### src/rtl/riscv_pkg.sv
// Shared definitions for the multicycle RISC-V controller: FSM state
// encoding, opcode constants and the ALUOp / ALUControl encodings.
package riscv_pkg;

  typedef enum logic [3:0] {
    FETCH    = 4'd0,
    DECODE   = 4'd1,
    MEMADR   = 4'd2,
    MEMREAD  = 4'd3,
    MEMWB    = 4'd4,
    MEMWRITE = 4'd5,
    EXECR    = 4'd6,
    EXECI    = 4'd7,
    ALUWB    = 4'd8,
    BEQ      = 4'd9,
    JAL      = 4'd10,
    JALR     = 4'd11,
    JALRLINK = 4'd12,
    ILLEGAL  = 4'd13
  } statetype;

  // Opcodes (Instr[6:0])
  localparam logic [6:0] OP_LW   = 7'b0000011;
  localparam logic [6:0] OP_SW   = 7'b0100011;
  localparam logic [6:0] OP_R    = 7'b0110011;
  localparam logic [6:0] OP_I    = 7'b0010011;
  localparam logic [6:0] OP_BEQ  = 7'b1100011;
  localparam logic [6:0] OP_JAL  = 7'b1101111;
  localparam logic [6:0] OP_JALR = 7'b1100111;

  // ALUOp: what the FSM asks of the ALU decoder
  localparam logic [1:0] ALUOP_ADD   = 2'b00;
  localparam logic [1:0] ALUOP_SUB   = 2'b01;
  localparam logic [1:0] ALUOP_FUNCT = 2'b10;

  // ALUControl: single-cycle ALU encoding
  localparam logic [2:0] ALU_ADD = 3'b000;
  localparam logic [2:0] ALU_SUB = 3'b001;
  localparam logic [2:0] ALU_AND = 3'b010;
  localparam logic [2:0] ALU_OR  = 3'b011;
  localparam logic [2:0] ALU_SLT = 3'b101;

  // Multiplexer select encodings
  localparam logic [1:0] RES_ALUOUT    = 2'b00;
  localparam logic [1:0] RES_DATA      = 2'b01;
  localparam logic [1:0] RES_ALURESULT = 2'b10;

  localparam logic [1:0] SRCA_PC    = 2'b00;
  localparam logic [1:0] SRCA_OLDPC = 2'b01;
  localparam logic [1:0] SRCA_A     = 2'b10;

  localparam logic [1:0] SRCB_B    = 2'b00;
  localparam logic [1:0] SRCB_IMM  = 2'b01;
  localparam logic [1:0] SRCB_FOUR = 2'b10;

  // Extend-unit select
  localparam logic [1:0] IMM_I = 2'b00;
  localparam logic [1:0] IMM_S = 2'b01;
  localparam logic [1:0] IMM_B = 2'b10;
  localparam logic [1:0] IMM_J = 2'b11;

endpackage

### src/rtl/aludec.sv
// ALU decoder: maps the FSM's ALUOp plus instruction fields onto the
// single-cycle ALUControl encoding.
module aludec
  import riscv_pkg::*;
(
  input  logic       op5,
  input  logic [2:0] funct3,
  input  logic       funct7b5,
  input  logic [1:0] alu_op,
  output logic [2:0] alu_control
);

  // Pure combinational decode; register-register subtract only when op[5] set
  always_comb begin
    alu_control = ALU_ADD;
    case (alu_op)
      ALUOP_ADD: alu_control = ALU_ADD;
      ALUOP_SUB: alu_control = ALU_SUB;
      ALUOP_FUNCT: begin
        case (funct3)
          3'b000:  alu_control = (funct7b5 & op5) ? ALU_SUB : ALU_ADD;
          3'b010:  alu_control = ALU_SLT;
          3'b110:  alu_control = ALU_OR;
          3'b111:  alu_control = ALU_AND;
          default: alu_control = ALU_ADD;
        endcase
      end
      default: alu_control = ALU_ADD;
    endcase
  end

endmodule

### src/rtl/mc_controller.sv
// Multicycle RISC-V controller: Moore FSM sequencing fetch/decode/execute,
// ImmSrc decode, and the ALU decoder instance.
module mc_controller
  import riscv_pkg::*;
#(
  parameter bit HAS_JALR = 1'b1
) (
  input  logic       clk,
  input  logic       reset,
  input  logic [6:0] op,
  input  logic [2:0] funct3,
  input  logic       funct7b5,
  input  logic       Zero,
  output logic       PCWrite,
  output logic       AdrSrc,
  output logic       MemWrite,
  output logic       IRWrite,
  output logic [1:0] ResultSrc,
  output logic [1:0] ALUSrcA,
  output logic [1:0] ALUSrcB,
  output logic [1:0] ImmSrc,
  output logic [2:0] ALUControl,
  output logic       RegWrite,
  output logic       Retire,
  output logic       Illegal
);

  statetype   state, next_state;
  logic       pc_update, branch;
  logic       ir_write_s, mem_write_s, reg_write_s, retire_s;
  logic [1:0] alu_op;

  // State register; reset drops straight back to FETCH, even mid-instruction
  always_ff @(posedge clk or posedge reset) begin
    if (reset) state <= FETCH;
    else       state <= next_state;
  end

  // Next-state and Moore outputs; every output defaults to its idle value
  always_comb begin
    next_state  = FETCH;
    pc_update   = 1'b0;
    branch      = 1'b0;
    ir_write_s  = 1'b0;
    mem_write_s = 1'b0;
    reg_write_s = 1'b0;
    retire_s    = 1'b0;
    AdrSrc      = 1'b0;
    ResultSrc   = RES_ALUOUT;
    ALUSrcA     = SRCA_PC;
    ALUSrcB     = SRCB_B;
    alu_op      = ALUOP_ADD;
    Illegal     = 1'b0;
    case (state)
      FETCH: begin
        ir_write_s = 1'b1;
        ALUSrcB    = SRCB_FOUR;
        ResultSrc  = RES_ALURESULT;
        pc_update  = 1'b1;
        next_state = DECODE;
      end
      DECODE: begin
        ALUSrcA = SRCA_OLDPC;
        ALUSrcB = SRCB_IMM;
        case (op)
          OP_LW, OP_SW: next_state = MEMADR;
          OP_R:         next_state = EXECR;
          OP_I:         next_state = EXECI;
          OP_BEQ:       next_state = BEQ;
          OP_JAL:       next_state = JAL;
          OP_JALR:      next_state = HAS_JALR ? JALR : ILLEGAL;
          default:      next_state = ILLEGAL;
        endcase
      end
      MEMADR: begin
        ALUSrcA    = SRCA_A;
        ALUSrcB    = SRCB_IMM;
        next_state = op[5] ? MEMWRITE : MEMREAD;
      end
      MEMREAD: begin
        AdrSrc     = 1'b1;
        next_state = MEMWB;
      end
      MEMWB: begin
        ResultSrc   = RES_DATA;
        reg_write_s = 1'b1;
        retire_s    = 1'b1;
        next_state  = FETCH;
      end
      MEMWRITE: begin
        AdrSrc      = 1'b1;
        mem_write_s = 1'b1;
        retire_s    = 1'b1;
        next_state  = FETCH;
      end
      EXECR: begin
        ALUSrcA    = SRCA_A;
        ALUSrcB    = SRCB_B;
        alu_op     = ALUOP_FUNCT;
        next_state = ALUWB;
      end
      EXECI: begin
        ALUSrcA    = SRCA_A;
        ALUSrcB    = SRCB_IMM;
        alu_op     = ALUOP_FUNCT;
        next_state = ALUWB;
      end
      ALUWB: begin
        reg_write_s = 1'b1;
        retire_s    = 1'b1;
        next_state  = FETCH;
      end
      BEQ: begin
        ALUSrcA    = SRCA_A;
        ALUSrcB    = SRCB_B;
        alu_op     = ALUOP_SUB;
        branch     = 1'b1;
        retire_s   = 1'b1;
        next_state = FETCH;
      end
      JAL: begin
        ALUSrcA    = SRCA_OLDPC;
        ALUSrcB    = SRCB_FOUR;
        pc_update  = 1'b1;
        next_state = ALUWB;
      end
      JALR: begin
        ALUSrcA    = SRCA_A;
        ALUSrcB    = SRCB_IMM;
        ResultSrc  = RES_ALURESULT;
        pc_update  = 1'b1;
        next_state = JALRLINK;
      end
      JALRLINK: begin
        ALUSrcA     = SRCA_OLDPC;
        ALUSrcB     = SRCB_FOUR;
        ResultSrc   = RES_ALURESULT;
        reg_write_s = 1'b1;
        retire_s    = 1'b1;
        next_state  = FETCH;
      end
      ILLEGAL: begin
        Illegal    = 1'b1;
        next_state = ILLEGAL;
      end
      default: next_state = FETCH;
    endcase
  end

  // Extend-unit select straight from the opcode
  always_comb begin
    case (op)
      OP_SW:   ImmSrc = IMM_S;
      OP_BEQ:  ImmSrc = IMM_B;
      OP_JAL:  ImmSrc = IMM_J;
      default: ImmSrc = IMM_I;
    endcase
  end

  aludec u_aludec (
    .op5        (op[5]),
    .funct3     (funct3),
    .funct7b5   (funct7b5),
    .alu_op     (alu_op),
    .alu_control(ALUControl)
  );

  // Enables are masked while reset is high so nothing is written during reset
  assign PCWrite  = (pc_update | (branch & Zero)) & ~reset;
  assign IRWrite  = ir_write_s  & ~reset;
  assign MemWrite = mem_write_s & ~reset;
  assign RegWrite = reg_write_s & ~reset;
  assign Retire   = retire_s    & ~reset;

endmodule

### config.mk
export PLATFORM = sky130hd
export DESIGN_NAME = mc_controller
export DESIGN_NICKNAME = d
export VERILOG_FILES = /design/src/rtl/riscv_pkg.sv /design/src/rtl/aludec.sv /design/src/rtl/mc_controller.sv
export SDC_FILE = /design/constraint.sdc
export NUM_CORES = 1
export LEC_CHECK = 0
export BUFFER_PORTS_ARGS = -buffer_cell sky130_fd_sc_hd__buf_4
export CAP_MARGIN = 20
export CELL_PAD_IN_SITES_DETAIL_PLACEMENT = 0
export CELL_PAD_IN_SITES_GLOBAL_PLACEMENT = 1
export CORE_MARGIN = 4
export CORE_UTILIZATION = 31
export DETAILED_ROUTE_END_ITERATION = 8
export PLACE_DENSITY_LB_ADDON = 0.1
export SLEW_MARGIN = 20
export SYNTH_ARGS = -nofsm -noshare
export SYNTH_HDL_FRONTEND = slang
export SYNTH_SLANG_ARGS = --single-unit
### constraint.sdc
create_clock -name clk -period 2.6 [get_ports clk]
set_clock_uncertainty 0.15 [all_clocks]
set_input_delay 0.78 -clock clk [delete_from_list [all_inputs] [get_ports clk]]
set_output_delay 0.78 -clock clk [all_outputs]
set_load 0.005 [all_outputs]
## After elaboration in Yosys (flattened, before gate mapping)

Cells that the tools add are included.

| cells by class | value |
|---|---|
| add/sub/neg operators | 0 |
| multipliers | 0 |
| divide/modulo/power cells | 0 |
| order comparisons | 0 |
| eq/ne operators | 25 |
| shift operators | 0 |
| mux-type cells | 19 |
| bitwise operators | 9 |
| reductions and logical operators | 14 |

Operators by type and width:

| kind | count |
|---|---|
| case mux 4 bit (7 select lines) | 1 |
| equality test 4 bit, second input constant | 6 |
| case mux 4 bit (6 select lines) | 1 |
| equality test 7 bit, second input constant | 3 |
| OR reduction 3 bit | 6 |
| equality test 4 x 3 -> 1 bit, second input constant | 4 |
| case mux 2 bit (2 select lines) | 4 |
| equality test 7 x 6 -> 1 bit, second input constant | 2 |
| case mux 3 bit (4 select lines) | 1 |
| OR reduction 5 bit | 2 |
| two-way mux 1 bit | 9 |
| equality test 4 x 2 -> 1 bit, second input constant | 2 |
| AND 1 bit | 7 |
| equality test 7 x 2 -> 1 bit, second input constant | 1 |
| equality test 7 x 5 -> 1 bit, second input constant | 1 |
| equality test 3 bit, second input constant | 2 |
| case mux 2 bit (3 select lines) | 1 |
| case mux 3 bit (2 select lines) | 1 |
| OR reduction 2 bit | 3 |
| equality test 4 x 1 -> 1 bit, second input constant | 1 |
| zero test 4 bit | 1 |
| OR reduction 4 bit | 1 |
| equality test 3 x 2 -> 1 bit, second input constant | 1 |
| zero test 3 bit | 1 |
| other kinds (5) | 5 |

| storage, ports and cells | value |
|---|---|
| bits in registers | 4 |
| bits in latches | 0 |
| bits in writable memories | 0 |
| memory bits (read-only) | 0 |
| input port bits | 14 |
| output and inout bits | 18 |
| word-level logic and storage cells | 68 |
| memories | 0 |

## Depth between registers and ports, before layout

| depth | value |
|---|---|
| depth in word-level cells | 5 |
| mapped depth | 7 |
| gate-level depth less buffers | 6 |

## By module

A second synthesis with hierarchy kept.

| unflattened totals | value |
|---|---|
| cell total of the unflattened synthesis | 88 |
| area, all modules | 680.7 µm² |

Modules (own cells, without submodules):

| module | times used | cells each | area each (µm²) |
|---|---|---|---|
| mc_controller | 1 | 77 | 584.3 |
| aludec | 1 | 11 | 96.3 |

## Least setup slack after synthesis

Ideal clock, no wire load.

| timing path | value |
|---|---|
| kind | register -> output |
| from | register state[1] |
| to | output port ALUControl[2] |
| arrival | 1,510 ps |
| required time | 1,670 ps |
| path slack | 160 ps |
| stages on the path, launching flop included | 7 |
| path through | dfrtp_1 -> buf_6 -> nand2b_1 -> or2_2 -> inv_1 -> ha_1 -> nor4_1 |

| between the ends | value |
|---|---|
| cells in the longest elaborated chain, start to end | 5 |
| elaborated cells on any way between the ends | 8 |
| classes of those cells | eq/ne: 5; mux: 2; reduce/logical: 1 |

Ends and longest elaborated chain:

| element | line | RTL |
|---|---|---|
| start: declaration | mc_controller.sv:28 | `statetype state, next_state;` |
| start signal: assignment | mc_controller.sv:36 | `else state <= next_state;` |
| equality test 4 x 3 -> 1 bit | mc_controller.sv:54 | `case (state)` |
| OR reduction 2 bit (no line) | n/a |  |
| case mux 2 bit (2 select lines) (*) | mc_controller.sv:54 |  |
| equality test 2 bit or equality test 2 x 1 -> 1 bit (tied branches) | aludec.sv:16 | `case (alu_op)` |
| case mux 3 bit (2 select lines) (*) | aludec.sv:16 |  |
| end: declaration | mc_controller.sv:22 | `output logic [2:0] ALUControl,` |

Mark *: on every way between the ends. The rest lies on a longest branch, timed or not.

## Final worst setup path

| timing path | value |
|---|---|
| from | register state[3] |
| to | output port ALUSrcB[0] |

| between the ends | value |
|---|---|
| cells in the longest elaborated chain, start to end | 3 |
| elaborated cells on any way between the ends | 10 |
| classes of those cells | eq/ne: 6; mux: 1; reduce/logical: 3 |

Ends and longest elaborated chain:

| element | line | RTL |
|---|---|---|
| equality test 4 x 1 -> 1 bit (tied with other cells) | mc_controller.sv:54 |  |
| OR reduction 4 bit (no line) or OR reduction 3 bit (tied branches) | n/a |  |
| case mux 2 bit (2 select lines) (*) | mc_controller.sv:54 |  |
| end: declaration | mc_controller.sv:20 | `output logic [1:0] ALUSrcB,` |

Marks and branches as above.

==> impl_results.md <==
* Max Fclk at 0.391 GHz
* Hpwl dp at 1570 um
* P per Cell Area at 164 mW/mm^2
* WHS at 0.326 ns
* Worst Tran Pin Value at ~0.27 ns
* Fin. Hold Viols at 0
* Core area at 0.00202 mm^2
* Unique masters post-synth at 36
* Cts hold-fix bufs at 0
* Slew Limit Fails at 0
* Root cell of the clock tree: clkbuf_4
* # rows at 16
* Worst slew margin at 0.821
* Main synth FF type: dfrtp_1
* Total detailed-routing wirelength at 2070 um
* Die Wd at about 55 um
* Gr ovfl total at 0
* Largest family of logic cells by synthesized area: simple AND/OR/NAND/NOR gates
* Simple logic cell fraction of the synthesized area at 0.394
* Synth area leader: dfrtp_1
* H-tree levels at 1
* Total CTS buffers at 3
* Biggest regs: state x4
* Remaining DRCs at 0
* Post-synthesis sequential area ratio at 0.149
* Final Setup Violations at 0
* Buf/Inv on CP at 2
* R2R Setup Slk at 1.07 ns
* Most frequent CP cell: buf_4
* Final worst path period need at 2.56 ns
* Power, Total at 183 uW
* First drt pass iteration count at 4
* Worst-case reg-to-reg path depth at 5
* CP top delay family: flip-flops
* Vias in the first global route at 741
* Compound-Gate Fraction of Synth Area at 0.271
* Most flops, register: state
* Routability cong. at 0.747
* Die outline height at about 55 um
* CTS tree: done
* WL/cell at ~13 um
* Place WS at 0.123 ns
* Num ports at 32
* Detailed Route Iter0 Violations at 14
* Max-cap viol count at 0
* Status: finished, final reports clean
* LEAKAGE at 0.000504 uW
* Worst r2r src: state[3]
* Largest register FFs at 4
* Clock slew at reported path FFs at 0.04 ns
* Setup TNS at 0 ns
* Crit-path cells: buf_4 > or3_4 > a21boi_1 > o2bb2ai_2 > buf_4
* Antenna Violating Nets Remaining at 0
* Total number of clock tree sinks at 4
* FILL cells at 198
* Layout cell share with drive strength beyond 1 at 0.511
* Number of synthesized flops with an enable pin at 0
* Crit-path slowest cell: dfrtp_2
* Largest net degree at the start of global routing at 12
* Post-synth ARST share at 1.00
* Gr usage total at 0.146
* Multi-input gate area at 572 um^2
* PnR worst setup slack at 0.0425 ns
* Arr. time, crit path at 1.63 ns
* Antenna violations before repair at 0
* Mapped Cells at between 90 and 100
* Most common cell after layout, fill and taps aside: buf_4
* Finished Core Util at 0.552
* Synthesis Warnings at 0
* Clock tree buffer depth at 2
* Area Overhead vs Synth at 65.8%
* Syn nets at 108
* Final period util at 0.984
* Adder-Cell Fraction of Synth Area at 0.0372
* Synth Cell Area at slightly below 700 um^2
* First-pass GRT wire length at 3250 um
* Most frequent cells in the layout: buf_4, nand2_1, a21oi_1
* Crit Path Max Fanout at 9
* HP Class: primary input to asynchronous set/reset pin
* Starting Density at 0.333
* Mux share of post-synthesis cell area at 0.0167
* Peak supply drop at around 0.14 mV
* WS Path Type: flop to primary output
* Mean cell area of the mapped netlist at 7.32 um^2
* RSZ-0062 raised after global routing: true
* Full die area at 0.00298 mm^2
* Critical Path RT at 1.67 ns
* Register Area at 101 um^2
* Final #Nets at 153
* Clk_lat worst skew at 0.24 ns
* Top post-synthesis cells by area: dfrtp_1, nand2_1, a21oi_1
* Critical Path Source Type: flop
* Yosys reg bits at 4
* Critical path origin: state[3]
* Crit path depth at 5
* Vias per cell at 4.95
* Via count at between 800 and 900
* Post-synthesis xor/xnor area fraction at 0.0260
* Post-synth top area share at 0.149
* I/O Buffers at 31
* N_diodes at 0
* CP peak stage delay at 0.44 ns
* CP Capture Type: primary output
* Worst r2r dst: state[0]
[worst max-delay path by stage]
stage	endpoint	slack [ns]
detailed placement	ImmSrc[0]	0.12
floorplan	ALUControl[2]	0.16
finish	ALUSrcB[0]	0.04
CTS	ALUControl[2]	-0.008
global route	ALUControl[2]	-0.02
global placement	ImmSrc[0]	0.16
[timing repair]
| action | in CTS | in global routing |
|---|---|---|
| setup buffers | 6 | 2 |
| resized for setup | 10 | 6 |
| pin swaps | 2 | 2 |
| endpoints found under the setup margin | 2 | 5 |
[kinds of logic (layout without fill, tap and decap cells)]
kind of cell    after synthesis  after routing
buf+inv                      14             57
simple gates                 47             47
fa+ha+maj                     2              2
mux                           1              1
xor+xnor                      2              2
flops                         4              4
compound gates               22             22
[power by group]
part	internal [uW]	switching [uW]
Sequential	62.6	0
Combinational	20.5	19.4
Clock	51.8	28.3
[Yosys cell counts, types with 2 or more instances]
master	count
nor2_1	4
or2_4	2
buf_4	2
a211o_1	2
o21ai_0	3
buf_2	3
a21oi_1	7
and3_1	3
nor2b_1	5
nand3_1	4
dfrtp_1	4
xor2_1	2
inv_1	8
o211ai_1	2
and3b_1	2
nor3_1	5
nand2b_1	3
nand2_1	12
ha_1	2
[routing by layer]
metal  vias to the layer above  wire, um  share of wire  global-route usage
li1                        412         -              -                   -
met1                       367       925           0.45               0.188
met2                        21      1010           0.49               0.250
met3                         2       116          0.056              0.0300
met4                         0        15         0.0072              0.0249
met5                         -         0              0                   0
[through the flow]
stage / area, um^2 / cells
after floorplan: 673 / 92
after global routing: 1120 / 162
after detailed placement: 951 / 151
after CTS: 1060 / 160
final: 1120 / 162
after global placement: 951 / 151
[worst reg2reg max path, stage by stage, from the launching register on]
cell      delay (ns)
dfrtp_2         0.44
buf_4           0.18
or2_1           0.24
buf_4           0.16
a211oi_2        0.14
a211o_1         0.15
[final cells by class]
class	count	area share
flip-flops and latches	4	0.0908
clock buffers	3	0.0202
multi-input cells	74	0.512
inverters	8	0.0269
well taps	27	0.0303
repair buffers	46	0.320
Note: power is estimated with default switching activity, not from simulation.
